File: config.mk
export PLATFORM = sky130hd
export DESIGN_NAME = rom_arbiter_flat
export DESIGN_NICKNAME = d
export VERILOG_FILES = /design/src/rtl/rom_arbiter_if.sv /design/src/rtl/rom_arbiter.sv /design/src/flat_wrapper.sv
export SDC_FILE = /design/constraint.sdc
export NUM_CORES = 1
export LEC_CHECK = 0
export CORE_MARGIN = 5
export CORE_UTILIZATION = 40
export CTS_CLUSTER_SIZE = 10
export DETAILED_ROUTE_END_ITERATION = 7
export PLACE_DENSITY_LB_ADDON = 0.25
export SETUP_SLACK_MARGIN = 0.3
export SLEW_MARGIN = 20
export SYNTH_ARGS = -nofsm -noshare
export SYNTH_HDL_FRONTEND = slang
export SYNTH_SLANG_ARGS = --single-unit
File: constraint.sdc
create_clock -name clk -period 4.1 [get_ports clk]
set_input_delay 0.41 -clock clk [delete_from_list [all_inputs] [get_ports clk]]
set_output_delay 0.41 -clock clk [all_outputs]
set_load 0.01 [all_outputs]
File: src/rtl/rom_arbiter_if.sv
// Request/response bus of rom_arbiter together with its asynchronous ROM port.
// master = requesters plus ROM model; slave = the arbiter.
interface rom_arbiter_if #(
    parameter int NREQ  = 4,
    parameter int WIDTH = 8,
    parameter int DEPTH = 256
);
    localparam int ADDRW = $clog2(DEPTH);

    logic [NREQ-1:0]       req_valid;
    logic [NREQ*ADDRW-1:0] req_addr;
    logic [NREQ-1:0]       req_ready;
    logic [NREQ-1:0]       rsp_valid;
    logic [WIDTH-1:0]      rsp_data;
    logic [ADDRW-1:0]      rom_addr;
    logic [WIDTH-1:0]      rom_data;

    modport master (
        output req_valid, req_addr, rom_data,
        input  req_ready, rsp_valid, rsp_data, rom_addr
    );

    modport slave (
        input  req_valid, req_addr, rom_data,
        output req_ready, rsp_valid, rsp_data, rom_addr
    );
endinterface

File: src/rtl/rom_arbiter.sv
// Round-robin arbiter sharing one asynchronous ROM between NREQ requesters, fixed latency 2.
// Define ROM_ARB_PRIO0_EN to give requester 0 absolute priority over the round-robin group.
module rom_arbiter #(
    parameter int NREQ  = 4,
    parameter int WIDTH = 8,
    parameter int DEPTH = 256
) (
    input logic         clk,
    input logic         rst_n,
    rom_arbiter_if.slave bus
);
    localparam int ADDRW = $clog2(DEPTH);
    localparam int IDXW  = $clog2(NREQ);
    localparam int SUMW  = IDXW + 2;

    // Handshake: request i transfers in a cycle where req_valid[i] && req_ready[i]; requesters
    // hold valid/addr until then. rsp_valid is a one-cycle strobe with no back-pressure.
    logic [IDXW-1:0]  r_last_grant;
    logic [ADDRW-1:0] r_rom_addr;
    logic             r_s1_valid;
    logic [IDXW-1:0]  r_s1_id;
    logic [NREQ-1:0]  r_rsp_valid;
    logic [WIDTH-1:0] r_rsp_data;

    logic [NREQ-1:0]  w_rr_mask;
    logic             w_rr_any;
    logic [IDXW-1:0]  w_rr_idx;
    logic [SUMW-1:0]  w_sum;
    logic             w_gnt_any;
    logic [IDXW-1:0]  w_gnt_idx;
    logic             w_accept;
    logic             w_upd_last;

    // Scan from last_grant+1 upward with wrap; first masked-in requester wins.
    always_comb begin
        w_rr_any = 1'b0;
        w_rr_idx = '0;
        w_sum    = '0;
        for (int k = 0; k < NREQ; k++) begin
            w_sum = SUMW'(r_last_grant) + SUMW'(k) + SUMW'(1);
            if (w_sum >= SUMW'(NREQ)) begin
                w_sum = w_sum - SUMW'(NREQ);
            end
            if (!w_rr_any && w_rr_mask[w_sum[IDXW-1:0]]) begin
                w_rr_any = 1'b1;
                w_rr_idx = w_sum[IDXW-1:0];
            end
        end
    end

`ifdef ROM_ARB_PRIO0_EN
    // Requester 0 bypasses the pointer and never moves it, so the others rotate among themselves.
    assign w_rr_mask = bus.req_valid & {{(NREQ-1){1'b1}}, 1'b0};

    always_comb begin
        w_gnt_any = bus.req_valid[0] | w_rr_any;
        w_gnt_idx = bus.req_valid[0] ? '0 : w_rr_idx;
    end

    assign w_upd_last = w_accept && (w_gnt_idx != '0);
`else
    assign w_rr_mask  = bus.req_valid;
    assign w_gnt_any  = w_rr_any;
    assign w_gnt_idx  = w_rr_idx;
    assign w_upd_last = w_accept;
`endif

    assign w_accept      = w_gnt_any & rst_n;
    assign bus.req_ready = w_accept ? (NREQ'(1) << w_gnt_idx) : '0;

    always_ff @(posedge clk or negedge rst_n) begin
        if (!rst_n) begin
            r_rom_addr   <= '0;
            r_last_grant <= IDXW'(NREQ - 1);
            r_s1_valid   <= 1'b0;
            r_s1_id      <= '0;
            r_rsp_valid  <= '0;
            r_rsp_data   <= '0;
        end else begin
            if (w_accept) begin
                r_rom_addr <= bus.req_addr[w_gnt_idx*ADDRW +: ADDRW];
                r_s1_id    <= w_gnt_idx;
            end
            if (w_upd_last) begin
                r_last_grant <= w_gnt_idx;
            end
            r_s1_valid  <= w_accept;
            r_rsp_valid <= r_s1_valid ? (NREQ'(1) << r_s1_id) : '0;
            if (r_s1_valid) begin
                r_rsp_data <= bus.rom_data;
            end
        end
    end

    assign bus.rom_addr  = r_rom_addr;
    assign bus.rsp_valid = r_rsp_valid;
    assign bus.rsp_data  = r_rsp_data;
endmodule

File: src/flat_wrapper.sv
// flat-port wrapper written by rule: the top's interface ports become plain ports
module rom_arbiter_flat 
#(
    parameter int NREQ  = 4,
    parameter int WIDTH = 8,
    parameter int DEPTH = 256
)
  (clk, rst_n, bus_req_valid, bus_req_addr, bus_rom_data, bus_req_ready, bus_rsp_valid, bus_rsp_data, bus_rom_addr);
  rom_arbiter_if #(.NREQ(NREQ), .WIDTH(WIDTH), .DEPTH(DEPTH)) bus_i ();
  input logic clk;
  input logic rst_n;
  input wire logic [$bits(bus_i.req_valid)-1:0] bus_req_valid;
  input wire logic [$bits(bus_i.req_addr)-1:0] bus_req_addr;
  input wire logic [$bits(bus_i.rom_data)-1:0] bus_rom_data;
  output wire logic [$bits(bus_i.req_ready)-1:0] bus_req_ready;
  output wire logic [$bits(bus_i.rsp_valid)-1:0] bus_rsp_valid;
  output wire logic [$bits(bus_i.rsp_data)-1:0] bus_rsp_data;
  output wire logic [$bits(bus_i.rom_addr)-1:0] bus_rom_addr;
  assign bus_i.req_valid = bus_req_valid;
  assign bus_i.req_addr = bus_req_addr;
  assign bus_i.rom_data = bus_rom_data;
  assign bus_req_ready = bus_i.req_ready;
  assign bus_rsp_valid = bus_i.rsp_valid;
  assign bus_rsp_data = bus_i.rsp_data;
  assign bus_rom_addr = bus_i.rom_addr;
  rom_arbiter #(.NREQ(NREQ), .WIDTH(WIDTH), .DEPTH(DEPTH)) u_core (.clk(clk), .rst_n(rst_n), .bus(bus_i));
endmodule
After elaboration in Yosys (flattened, before gate mapping)
Index checks and enable logic that the tools add are counted.
W data, S select, Z words.
Operators by class
  mux-type cells: 22
  shifts and indexed selects: 3
  bitwise operators: 1
  $lt $le $gt $ge: 8
  add/subtract/negate cells: 10
  reductions and logical operators: 6
Operator list (count)
  $shiftx A32 B6 Y8: 1
  $mux W2: 8
  $add A3 B1 Y4 const B: 3
  $ge A4 B3 Y1 const B: 3
  $lt A2 B3 Y1 const B: 4
  $bmux W1 S2: 4
  $mux W1: 8
  $mux W4: 2
  $shl A1 B2 Y4 const A: 2
  $sub A2 B1 Y2 const B: 4
  $add A2 B2 Y3 const B: 2
  $add A2 B1 Y3 const B: 1
  $ge A3 B3 Y1 const B: 1
  $logic_and A1 B1 Y1: 3
  $logic_not A1 Y1: 3
  $and A1 B1 Y1: 1
Word-level totals
  logic and storage cells: 56
  output and inout bits: 24
  input bits: 46
  bits in registers: 25

Depth between registers and ports, before layout
Gate-level depths: netlist of the first run.
  word-level depth: 17
  depth in mapped cells: 6
  gate-level depth less buffers: 5

Worst setup path after synthesis of the first run
No wires, ideal clock.
  path kind: register to output
  from: register u_core.r_last_grant[0]
  to: output port bus_req_ready[0]
  cell stages (with the launch flop): 7
  buffers on the path: 1
  slack: 2.259 ns
  required time: 3.690 ns
  arrival: 1.431 ns
  cell sequence: dfstp_2 > nand2b_1 > o21ai_1 > a211oi_2 > buf_6 > inv_2 > nor2_1
On the way
  cells in the longest elaborated chain, start to end: 17
  elaborated cells between the ends (all ways): 43
  those cells by class: add/sub (10); order compare (4); shift (1); mux (21); bitwise (1); reduce/logical (6)
Ends and longest elaborated chain
  start: declaration: RTL line rom_arbiter.sv:18  | logic [IDXW-1:0] r_last_grant;
  start signal: assignment: RTL line rom_arbiter.sv:74  | r_last_grant <= IDXW'(NREQ - 1);
  start signal: assignment: RTL line rom_arbiter.sv:85  | r_last_grant <= w_gnt_idx;
  parallel branches: the longest is 16 deep, another holds $add A3 B1 Y4
  $mux W4 (*): RTL line rom_arbiter.sv:69  | assign bus.req_ready = w_accept ? (NREQ'(1) << w_gnt_idx) : '0;
  end: declaration: RTL line flat_wrapper.sv:15  | output wire logic [$bits(bus_i.req_ready)-1:0] bus_req_ready;
Mark *: on every way between the ends. The select of a mux whose other input is x is not followed.

Worst setup path after layout of the first run
  from: input port bus_req_valid[3]
  to: output port bus_req_ready[3]
On the way
  cells in the longest elaborated chain, start to end: 14
  elaborated cells between the ends (all ways): 25
  those cells by class: shift (1); mux (17); bitwise (1); reduce/logical (6)
Ends and longest elaborated chain
  start: declaration: RTL line flat_wrapper.sv:12  | input wire logic [$bits(bus_i.req_valid)-1:0] bus_req_valid;
  $bmux W1 S2: RTL line rom_arbiter.sv:44  | if (!w_rr_any && w_rr_mask[w_sum[IDXW-1:0]]) begin
  $mux W1 (implied by the code): RTL line rom_arbiter.sv:44
  $mux W1: RTL line rom_arbiter.sv:44
  $logic_not A1 Y1: RTL line rom_arbiter.sv:44
  $logic_and A1 B1 Y1: RTL line rom_arbiter.sv:44
  $mux W1: RTL line rom_arbiter.sv:44
  $logic_not A1 Y1: RTL line rom_arbiter.sv:44
  $logic_and A1 B1 Y1: RTL line rom_arbiter.sv:44
  $mux W1: RTL line rom_arbiter.sv:44
  $logic_not A1 Y1: RTL line rom_arbiter.sv:44
  $logic_and A1 B1 Y1: RTL line rom_arbiter.sv:44
  $mux W1 (*): RTL line rom_arbiter.sv:44
  $and A1 B1 Y1 (*): RTL line rom_arbiter.sv:68  | assign w_accept = w_gnt_any & rst_n;
  named net u_core.w_accept: RTL line rom_arbiter.sv:31  | logic w_accept;
  $mux W4 (*): RTL line rom_arbiter.sv:69
Mark *: on every way through the listed nets, which the timed path passes. The rest lies on a longest branch. The select of a mux whose other input is x is not followed.

==> results by group, run 1 <==
Power and ir drop
  – Pwr/cell area: between 300 and 400 nW/µm²
  – Maximum VDD drop: roughly 0.2 mV
  – Leakage power: 0.8527 nW

Yosys
  – Dominant synthesized flop cell: dfrtp_1
  – Share of the yosys chip area belonging to registers: 50.05%
  – Netlist Area Pre-Place: roughly 1300 µm²
  – Synth Instances: between 100 and 150
  – Yosys cell types: 25
  – Post-synth ARST share: between 90% and 100%
  – XOR/XNOR Fraction of Synth Area: 0%
  – Post-Synth Simple-Gate Area: 10.77%
  – Net Count, Synth: ~150
  – Main combinational cell family by area after synthesis: multiplexers
  – Synth Area in Compound Gates: between 10 and 15%
  – Post-synth EDFFs: 0
  – Multiplexer share of the synthesized area: about a fifth
  – #FFs+latches synth: 25
  – Synth warn: 0
  – Adder-cell share of the synthesized area: 0%
  – Post-synthesis average cell area: between 10 and 15 µm²

Clocking
  – Setup repair bufs after CTS: 0
  – Sink Count: 25
  – # hold bufs at CTS: 0
  – CTS tree: yes
  – Clk pin slew, worst setup/hold paths: 0.14 ns
  – Clk_lat worst skew: a little over 0.3 ns
  – CTS buffer count: 3
  – Clock Tree Root: clkbuf_4
  – Post_cts resized: 0
  – H-tree depth: 1
  – Max Root-Sink Buffers: 2

Cells and area
  – Most frequent cells in the layout: clkdlybuf4s50_1 (69), dfrtp_1 (23), mux2i_1 (16)
  – Diodes inserted: 0
  – Area of the multi-input gates: 580.6 µm²
  – Register Area: 628.1 µm²
  – Fin area: 2018 µm²
  – Area growth syn-to-layout: 60.82%
  – Fin util: about two thirds
  – Leading cell type in the layout, fill and taps excluded: clkdlybuf4s50_1
  – Final net count: ~220
  – Share of cells above drive strength 1: ~17%
  – Fill cell count: 259

Placed design
  – DP Area: between 1500 and 2000 µm²
  – Routability congestion estimate: 0.6851
  – Dpl hpwl: roughly 2700 µm
  – IO buf count: 69

Floorplanning
  – Chip width: roughly 66 µm
  – Die area: roughly 4400 µm²
  – Initial Util: about two fifths
  – Row cnt: 20
  – Core footprint: between 3000 and 4000 µm²
  – I/O Pins: 70
  – Chip Height: 66.01 µm

Global route
  – Total track usage: 16.75%
  – First-pass GRT wire length: about 5600 µm
  – Vias in the first global route: 1159
  – Largest net degree at the start of global routing: 26
  – Initial antenna violation count: 0
  – Final global-route overflow total: 0

Timing
  – Setup TNS: 0 ns
  – Final Hold Fails: 0
  – Final max-slew violation count: 0
  – Worst Skew: ~0.0011 ns
  – Fin crit share: between 70 and 80%
  – Worst-margin pin slew: 0.8163 ns
  – Min cycle time layout: 3.087 ns
  – RSZ-0062 raised after global routing: false
  – Max_slew headroom: between 40% and 50%
  – Setup Viol. Count Final: 0
  – Maximum clock rate: 324.0 MHz

Detailed routing
  – Vias per Instance: 4.909
  – Routed wire per std cell: 15.53 µm
  – Post-DRT Antenna Nets: 0
  – # DRC: 0
  – Initial drt markers: 28
  – Post-Route WL: about 3400 µm
  – Router iterations before antenna repair: 4
  – Vias: 1075

Worst setup path
  – Reg2Reg Depth: 6
  – Crit path depth: 7
  – Reg2Reg Setup Slack: about 1.7 ns
  – Setup crit end kind: primary output
  – Crit path DAT: roughly 2.7 ns
  – Setup crit start kind: input port
  – Reg-to-Reg Start: u_core.r_last_grant[0]
  – Slowest stage delay, CP: between 0.5 and 0.6 ns
  – Crit-path leading delay family: buffers and inverters
  – Critical path destination: bus_req_ready[3]
  – Cell mode on critical path: clkdlybuf4s50_1
  – Worst path slowest cell: clkdlybuf4s50_1
  – Crit path cell chain: clkdlybuf4s50_1 > o41ai_2 > buf_4 > inv_2 > nand2_1 > nor2_1 > clkdlybuf4s50_1
  – Critical Path Source: bus_req_valid[3]
  – Worst path required time: around 3.7 ns
  – Reg2reg end: u_core.bus.rom_addr[1]
  – Crit path max fanout: 12
  – CP Class: in2out
  – CP bufs+invs: 4

Worst hold path
  – Min-delay worst type: reg2reg

Job
  – Max-cap violation count: 0

Outcome
  – Status: finished clean
[logic make-up after synthesis]
logic type,count (synthesis)
muxes,24
buffers and inverters,9
DFF,25
and+or+nand+nor,30
AOI/OAI and AO/OA,17
[stage by stage]
stage / power [W] / setup WS [ns] / instances / hold WS [ns]
2_1_floorplan: 0.0004771 / 2.259 / 105 / 0.1144
3_3_place_gp: 0.0006239 / 1.097 / 215 / 0.4760
3_5_place_dp: 0.0006345 / 1.020 / 215 / 0.4787
4_1_cts: 0.0007467 / 1.006 / 219 / 0.5043
5_1_grt: 0.0007900 / 0.8357 / 219 / 0.5242
6_report: 0.0007378 / 1.013 / 219 / 0.5044
[how the worst min path moves through the flow]
stage,depth (start not counted),from,end,slack (ns)
finish,1,u_core.r_s1_id[1],u_core.bus.rsp_valid[1],0.50
global route,1,u_core.r_s1_id[1],u_core.bus.rsp_valid[1],0.52
CTS,1,u_core.r_s1_id[1],u_core.bus.rsp_valid[1],0.50
detailed placement,2,u_core.bus.rom_addr[3],u_core.bus.rom_addr[3],0.48
floorplan,0,rst_n,u_core.bus.rom_addr[0],0.11
global placement,2,u_core.bus.rom_addr[7],u_core.bus.rom_addr[7],0.48
[final cells by class]
| type | count | share of cell area [%] |
|---|---|---|
| clock buffer | 3 | 1.116 |
| clock inverter | 1 | 0.3720 |
| inverter | 3 | 0.5580 |
| multi-input combinational | 71 | 28.77 |
| sequential | 25 | 31.12 |
| tap | 44 | 2.728 |
| timing repair buffer | 72 | 35.34 |
[metal layers]
metal	routed length, µm	track usage (%)	vias to the layer above
li1	-	-	517
met1	1360	20.64	526
met2	1823	29.66	30
met3	202	3.741	2
met4	15	3.807	0
met5	0	0	-
[state kept, by name, indices dropped and copies added, names as in the netlist]
signal and count:
u_core.r_last_grant 2, u_core.r_s1_id 2, u_core.bus.rsp_valid 4, u_core.bus.rsp_data 8
u_core.bus.rom_addr 8, u_core.r_s1_valid 1
[synthesized netlist by cell type (2+ instances only)]
master | count | area share (%)
mux2i_1 | 16 | 13
nor2_1 | 8 | 2.4
nand2b_1 | 4 | 2.0
a21oi_1 | 4 | 1.6
nand2_1 | 14 | 4.2
o221ai_2 | 8 | 9.6
dfrtp_1 | 23 | 46
mux2_2 | 8 | 7.2
inv_2 | 2 | 0.60
buf_6 | 2 | 1.8
dfstp_2 | 2 | 4.2
[where the power goes]
part           internal, W  switching [W]  total (W)
clock            0.0000372      0.0000742   0.000111
combinational     0.000175       0.000129   0.000304
sequential        0.000293      0.0000297   0.000323
Power figures use the tool's default switching activity.
==> run 2, diff against run 1 <==
--- a/config.mk
+++ b/config.mk
@@ -6,7 +6,7 @@
 export NUM_CORES = 1
 export LEC_CHECK = 0
 export CORE_MARGIN = 5
-export CORE_UTILIZATION = 40
+export CORE_UTILIZATION = 34
 export CTS_CLUSTER_SIZE = 10
 export DETAILED_ROUTE_END_ITERATION = 7
 export PLACE_DENSITY_LB_ADDON = 0.25
==> constraint.sdc (replaced) <==
create_clock -name clk -period 2.55 [get_ports clk]
set_input_delay 0.255 -clock clk [delete_from_list [all_inputs] [get_ports clk]]
set_output_delay 0.255 -clock clk [all_outputs]
set_load 0.01 [all_outputs]
==> results by group, run 2 (synthesis gave the netlist of run 1 again) <==
Placed design
  – Dpl hpwl: 2624 µm (-3.3%)
  – Placed cell count: 224 (+4.2%)
  – IO buf count: 69 (unchanged)
  – Pre-CTS WS: 0.1897 ns (-0.8306 ns)
  – Routability congestion estimate: 0.7222 (+5.4%)

Global route
  – Final global-route overflow total: 0 (unchanged)
  – Total track usage: 13.61% (-3.1 points)
  – Initial antenna violation count: 0 (unchanged)
  – First-pass GRT wire length: 5575 µm (-0.85%)
  – Vias in the first global route: 1218 (+5.1%)
  – Largest net degree at the start of global routing: 26 (unchanged)

Worst setup path
  – Crit-path leading delay family: flip-flops
  – Setup crit end kind: primary output
  – Crit path DAT: 1.87 ns (-0.81 ns)
  – Crit path max fanout: 3 (-9)
  – Crit path cell chain: nand2b_1 > o21ai_1 > a211oi_4 > buf_4 > inv_2 > nor2_1 > clkdlybuf4s15_1
  – Worst path required time: 2.30 ns (-1.39 ns)
  – Setup crit start kind: register
  – Worst path slowest cell: dfstp_2
  – CP bufs+invs: 3 (-1)
  – Slowest stage delay, CP: 0.55 ns (+0.04 ns)
  – CP Class: reg2out

Cells and area
  – Fill cell count: 317 (+22%)
  – Final net count: 229 (+3.2%)
  – Area growth syn-to-layout: 66.80%
  – Non-Filler Instances: 230 (+5.0%)
  – Leading cell type in the layout, fill and taps excluded: clkdlybuf4s50_1
  – Diodes inserted: 0 (unchanged)
  – Most frequent cells in the layout: clkdlybuf4s50_1 (64), dfrtp_1 (23), mux2i_1 (16)
  – Share of cells above drive strength 1: 20.33% (+3.8 points)

Job
  – Max-cap violation count: 0 (unchanged)

Power and ir drop
  – Internal power: 0.0008808 W (+74%)
  – Combinational share of power: 40.0% (-1.2 points)
  – Maximum VDD drop: 0.3059 mV (+54%)
  – NetSw: 0.0003819 W (+64%)
  – Sw frac: 30.24% (-1.3 points)
  – Flop pwr share: 41.2% (-2.5 points)
  – Leakage power: 0.9074 nW (+6.4%)
  – Clock share of power: 18.8% (+3.7 points)
  – Pwr/cell area: 603.2 nW/µm² (+65%)

Outcome
  – Status: finished clean

Timing
  – Fin worst setup slack: 0.4268 ns (-0.5864 ns)
  – Setup Viol. Count Final: 0 (unchanged)
  – Final Hold Fails: 0 (unchanged)
  – Min cycle time layout: 2.123 ns
  – Final max-slew violation count: 0 (unchanged)
  – Max_slew headroom: 71.18% (+26 points)
  – Maximum clock rate: approximately 470 MHz
  – RSZ-0062 raised after global routing: false
  – Setup TNS: 0 ns (unchanged)
  – Worst-margin pin slew: 0.4323 ns (-0.3839 ns)
  – Fin crit share: a little over four fifths
  – Worst Skew: 0.003723 ns (+0.002650 ns)

Clocking
  – CTS tree: yes
  – Sink Count: 25 (unchanged)
  – Max Root-Sink Buffers: 2 (unchanged)
  – Clock Tree Root: clkbuf_8
  – CTS buffer count: 3 (unchanged)
  – Clk pin slew, worst setup/hold paths: 0.09 ns (-0.05 ns)
  – Clk_lat worst skew: 0.27 ns (-0.04 ns)
  – H-tree depth: 1 (unchanged)

Detailed routing
  – Post-DRT Antenna Nets: 0 (unchanged)
  – Vias per Instance: 4.778 (-2.7%)
  – Initial drt markers: 20 (-29%)
  – # DRC: 0 (unchanged)
  – Vias: 1099 (+2.2%)
  – Routed wire per std cell: 14.11 µm (-9.2%)
  – Router iterations before antenna repair: 4 (unchanged)
  – Post-Route WL: 3245 µm (-4.6%)

Floorplanning
  – Chip Height: 70.76 µm (+7.2%)
  – Initial Util: 34.80% (-6.6 points)
  – Die area: 5006 µm² (+15%)
  – Row cnt: 22 (+10%)
  – I/O Pins: 70 (unchanged)
  – Chip width: 70.76 µm (+7.2%)
  – Core footprint: 3606 µm² (+19%)

Worst hold path
  – Min-delay worst type: in2async
==> run 2: per-layer routing <==
layer / global-route usage [%] / vias to the layer above / wire length (µm)
met4: 5.637 / 0 / 49
met1: 16.13 / 533 / 1410
met2: 24.41 / 29 / 1644
li1: - / 533 / -
met3: 1.989 / 4 / 140
met5: 0 / - / 0
==> run 2: path summary, 6_finish.rpt <==
check | from | to | slack (ns) | cells past startpoint
max | u_core.r_last_grant[0] | bus_req_ready[0] | 0.43 | 7
max reg2reg | u_core.r_last_grant[0] | u_core.bus.rom_addr[5] | 0.61 | 7
max in group asynchronous | rst_n | u_core.r_last_grant[1] | 1.83 | 2
min reg2reg | u_core.r_s1_id[1] | u_core.bus.rsp_valid[1] | 0.49 | 1
min | rst_n | u_core.bus.rsp_data[6] | 0.42 | 2
min in group clk | u_core.r_s1_id[1] | u_core.bus.rsp_valid[1] | 0.49 | 1
==> run 2: what timing repair did <==
action                     4_1_cts  5_1_grt
hold buffers                     0        0
setup buffers                    2        0
setup endpoints to repair        4        1
pin swaps                        1        0
gates resized for setup          6        1
==> run 2: power by group through the flow <==
stage	combinational (W)	sequential, W	clock [W]
floorplan	0.000223	0.000544	0
global placement	0.000497	0.000523	0
detailed placement	0.000505	0.000527	0
CTS	0.000513	0.000521	0.000247
global route	0.000546	0.000531	0.000258
finish	0.000506	0.000520	0.000237
==> run 2: cell type report <==
cell class	count	area, µm²	share of cell area, %
flip-flops and latches	25	628.1	30.01
repair buffers	79	760.7	36.34
well taps	48	60.06	2.869
clock buffers	3	41.29	1.973
multi-input cells	71	584.3	27.91
clock inverters	1	7.507	0.3586
inverters	3	11.26	0.5380
==> run 2: metrics by stage <==
stage | util (%) | total power (W) | hold slack, ns | area, µm²
6_report | 58.05 | 0.001263 | 0.4217 | 2093
5_1_grt | 58.05 | 0.001335 | 0.4873 | 2093
4_1_cts | 58.02 | 0.001281 | 0.4393 | 2092
3_5_place_dp | 56.32 | 0.001032 | 0.4799 | 2031
3_3_place_gp | 56.32 | 0.001020 | 0.4677 | 2031
2_1_floorplan | - | 0.0007672 | -0.04059 | 1255
==> run 3, diff against run 2 <==
==> constraint.sdc (replaced) <==
create_clock -name clk -period 1.8 [get_ports clk]
set_input_delay 0.18 -clock clk [delete_from_list [all_inputs] [get_ports clk]]
set_output_delay 0.18 -clock clk [all_outputs]
set_load 0.01 [all_outputs]
==> results by group, run 3 (synthesis gave the netlist of run 1 again) <==
Cells and area
  – Fin area: 2347 µm² (+12%)
  – Fill cell count: 298 (-6.0%)
  – Area growth syn-to-layout: 87.04%
  – Register Area: 628.1 µm² (unchanged)
  – Share of cells above drive strength 1: 38.42% (+18 points)
  – Non-Filler Instances: 238 (+3.5%)
  – Leading cell type in the layout, fill and taps excluded: clkdlybuf4s50_1
  – Final net count: 237 (+3.5%)
  – Diodes inserted: 0 (unchanged)
  – Most frequent cells in the layout: clkdlybuf4s50_1 (63), dfrtp_1 (23), nand2_1 (13)
  – Area of the multi-input gates: 737.0 µm² (+26%)

Clocking
  – Clk_lat worst skew: 0.28 ns (about the same)
  – H-tree depth: 1 (unchanged)
  – CTS tree: yes
  – Sink Count: 25 (unchanged)
  – CTS buffer count: 3 (unchanged)
  – Max Root-Sink Buffers: 2 (unchanged)
  – Clk pin slew, worst setup/hold paths: 0.10 ns (about the same)
  – # hold bufs at CTS: 0 (unchanged)
  – Clock Tree Root: clkbuf_8

Placed design
  – IO buf count: 69 (unchanged)
  – Placed cell count: 230 (+2.7%)
  – Dpl hpwl: 2876 µm (+9.6%)
  – DP Area: 2095 µm² (+3.1%)
  – Routability congestion estimate: 0.7434 (+2.9%)
  – Pre-CTS WS: -0.4423 ns (-0.6321 ns)

Detailed routing
  – # DRC: 0 (unchanged)
  – Router iterations before antenna repair: 4 (unchanged)
  – Vias per Instance: 4.807 (+0.60%)
  – Post-Route WL: 3841 µm (+18%)
  – Post-DRT Antenna Nets: 0 (unchanged)
  – Routed wire per std cell: 16.14 µm (+14%)
  – Initial drt markers: 21 (+5.0%)
  – Vias: 1144 (+4.1%)

Worst setup path
  – Crit path cell chain: nand2b_4 > o21ai_4 > a211oi_4 > buf_6 > buf_6 > nor2_2 > buf_2
  – Reg2reg end: u_core.bus.rom_addr[5]
  – Reg2Reg Depth: 8 (+1)
  – Cell mode on critical path: buf_6
  – Worst path required time: 1.62 ns (-0.68 ns)
  – Worst path slowest cell: dfstp_2
  – Setup crit end kind: primary output
  – Slowest stage delay, CP: 0.56 ns (about the same)
  – Reg2Reg Setup Slack: -0.08 ns (-0.69 ns)
  – Critical path destination: bus_req_ready[1]
  – Critical Path Source: u_core.r_last_grant[0]
  – CP Class: reg2out
  – Reg-to-Reg Start: u_core.r_last_grant[0]
  – Crit path DAT: 1.71 ns (-0.16 ns)
  – Crit path max fanout: 4 (+1)
  – Setup crit start kind: register

Outcome
  – Violated checks: setup timing
  – Status: finished, violations left

Global route
  – Largest net degree at the start of global routing: 26 (unchanged)
  – Total track usage: 15.02% (+1.4 points)
  – First-pass GRT wire length: 6030 µm (+8.2%)
  – Vias in the first global route: 1256 (+3.1%)
  – Initial antenna violation count: 0 (unchanged)
  – Final global-route overflow total: 0 (unchanged)

Timing
  – Max_slew headroom: 70.73% (-0.44 points)
  – Final max-slew violation count: 0 (unchanged)
  – Setup Viol. Count Final: 10 (+10)
  – Worst Skew: 0.002507 ns (-0.001216 ns)
  – RSZ-0062 raised after global routing: true
  – Worst-margin pin slew: 0.4390 ns (+0.006640 ns)
  – Final Hold Fails: 0 (unchanged)
  – Min cycle time layout: 1.888 ns
  – Fin crit share: 104.9%
  – Fin worst setup slack: -0.08794 ns (-0.5147 ns)
  – Maximum clock rate: 529.7 MHz

Floorplanning
  – Initial Util: 34.80% (unchanged)
  – Chip width: 70.76 µm (unchanged)
  – Chip Height: 70.76 µm (unchanged)
  – I/O Pins: 70 (unchanged)
  – Core footprint: 3606 µm² (unchanged)
  – Row cnt: 22 (unchanged)
  – Die area: 5006 µm² (unchanged)

Power and ir drop
  – Pwr/cell area: 876.2 nW/µm² (+45%)
  – Leakage power: 0.9705 nW (+7.0%)
  – Maximum VDD drop: 0.4488 mV (+47%)

Worst hold path
  – Min-delay worst type: in2async

Job
  – Max-cap violation count: 0 (unchanged)
## run 3: how the worst min path moves through the flow
stage                     slack, ns                      to                   start
after floorplan               -0.12  u_core.bus.rom_addr[0]                   rst_n
after global placement         0.47  u_core.bus.rom_addr[0]  u_core.bus.rom_addr[0]
after detailed placement       0.48  u_core.bus.rom_addr[4]  u_core.bus.rom_addr[4]
after CTS                      0.36  u_core.bus.rsp_data[6]                   rst_n
after global routing           0.40  u_core.bus.rsp_data[6]                   rst_n
final                          0.34  u_core.bus.rsp_data[0]                   rst_n
## run 3: metrics by stage
step	TNS [ns]	power, W	hold WS (ns)	utilization, %
2_1_floorplan	0	0.001100	-0.1156	-
5_1_grt	-1.474	0.002154	0.3968	65.09
3_3_place_gp	-3.043	0.001490	0.4702	58.08
6_report	-0.6065	0.002057	0.3438	65.09
4_1_cts	-1.165	0.001939	0.3598	61.24
3_5_place_dp	-4.027	0.001516	0.4838	58.08
## run 3: repair_timing
| action | CTS | global route |
|---|---|---|
| buffers inserted | 2 | 1 |
| endpoints found under the setup margin | 13 | 16 |
| pin swaps | 1 | 7 |
| gates cloned | 0 | 1 |
| hold endpoints to repair | 0 | 0 |
| gates resized for setup | 32 | 25 |
## run 3: metal layers
layer | GRT usage [%] | wire, µm | vias to the layer above
met3 | 2.273 | 143 | 4
li1 | - | - | 543
met2 | 26.67 | 2100 | 30
met5 | 0 | 0 | -
met4 | 5.637 | 52 | 0
met1 | 18.27 | 1544 | 567
## run 3: critical path, delay by kind of cell (launching register included)
family,cells,cell delay [ns]
buf+inv,3,0.39
compound gates,2,0.30
flops,1,0.56
simple gates,2,0.18
## run 3: final cells by class
| class | instances | share of cell area (%) |
|---|---|---|
| Timing Repair Buffer | 87 | 36.57 |
| Tap cell | 48 | 2.559 |
| Clock inverter | 1 | 0.3731 |
| Multi-Input combinational cell | 71 | 31.40 |
| Inverter | 3 | 0.5864 |
| Clock buffer | 3 | 1.759 |
| Sequential cell | 25 | 26.76 |
## run 3: power breakdown
| part | switching, W | internal [W] | leakage, nW |
|---|---|---|---|
| logic | 0.000380 | 0.000577 | 0.643 |
| registers | 0.0000668 | 0.000668 | 0.302 |
| clock network | 0.000202 | 0.000163 | 0.0261 |
| total | 0.000649 | 0.00141 | 0.970 |
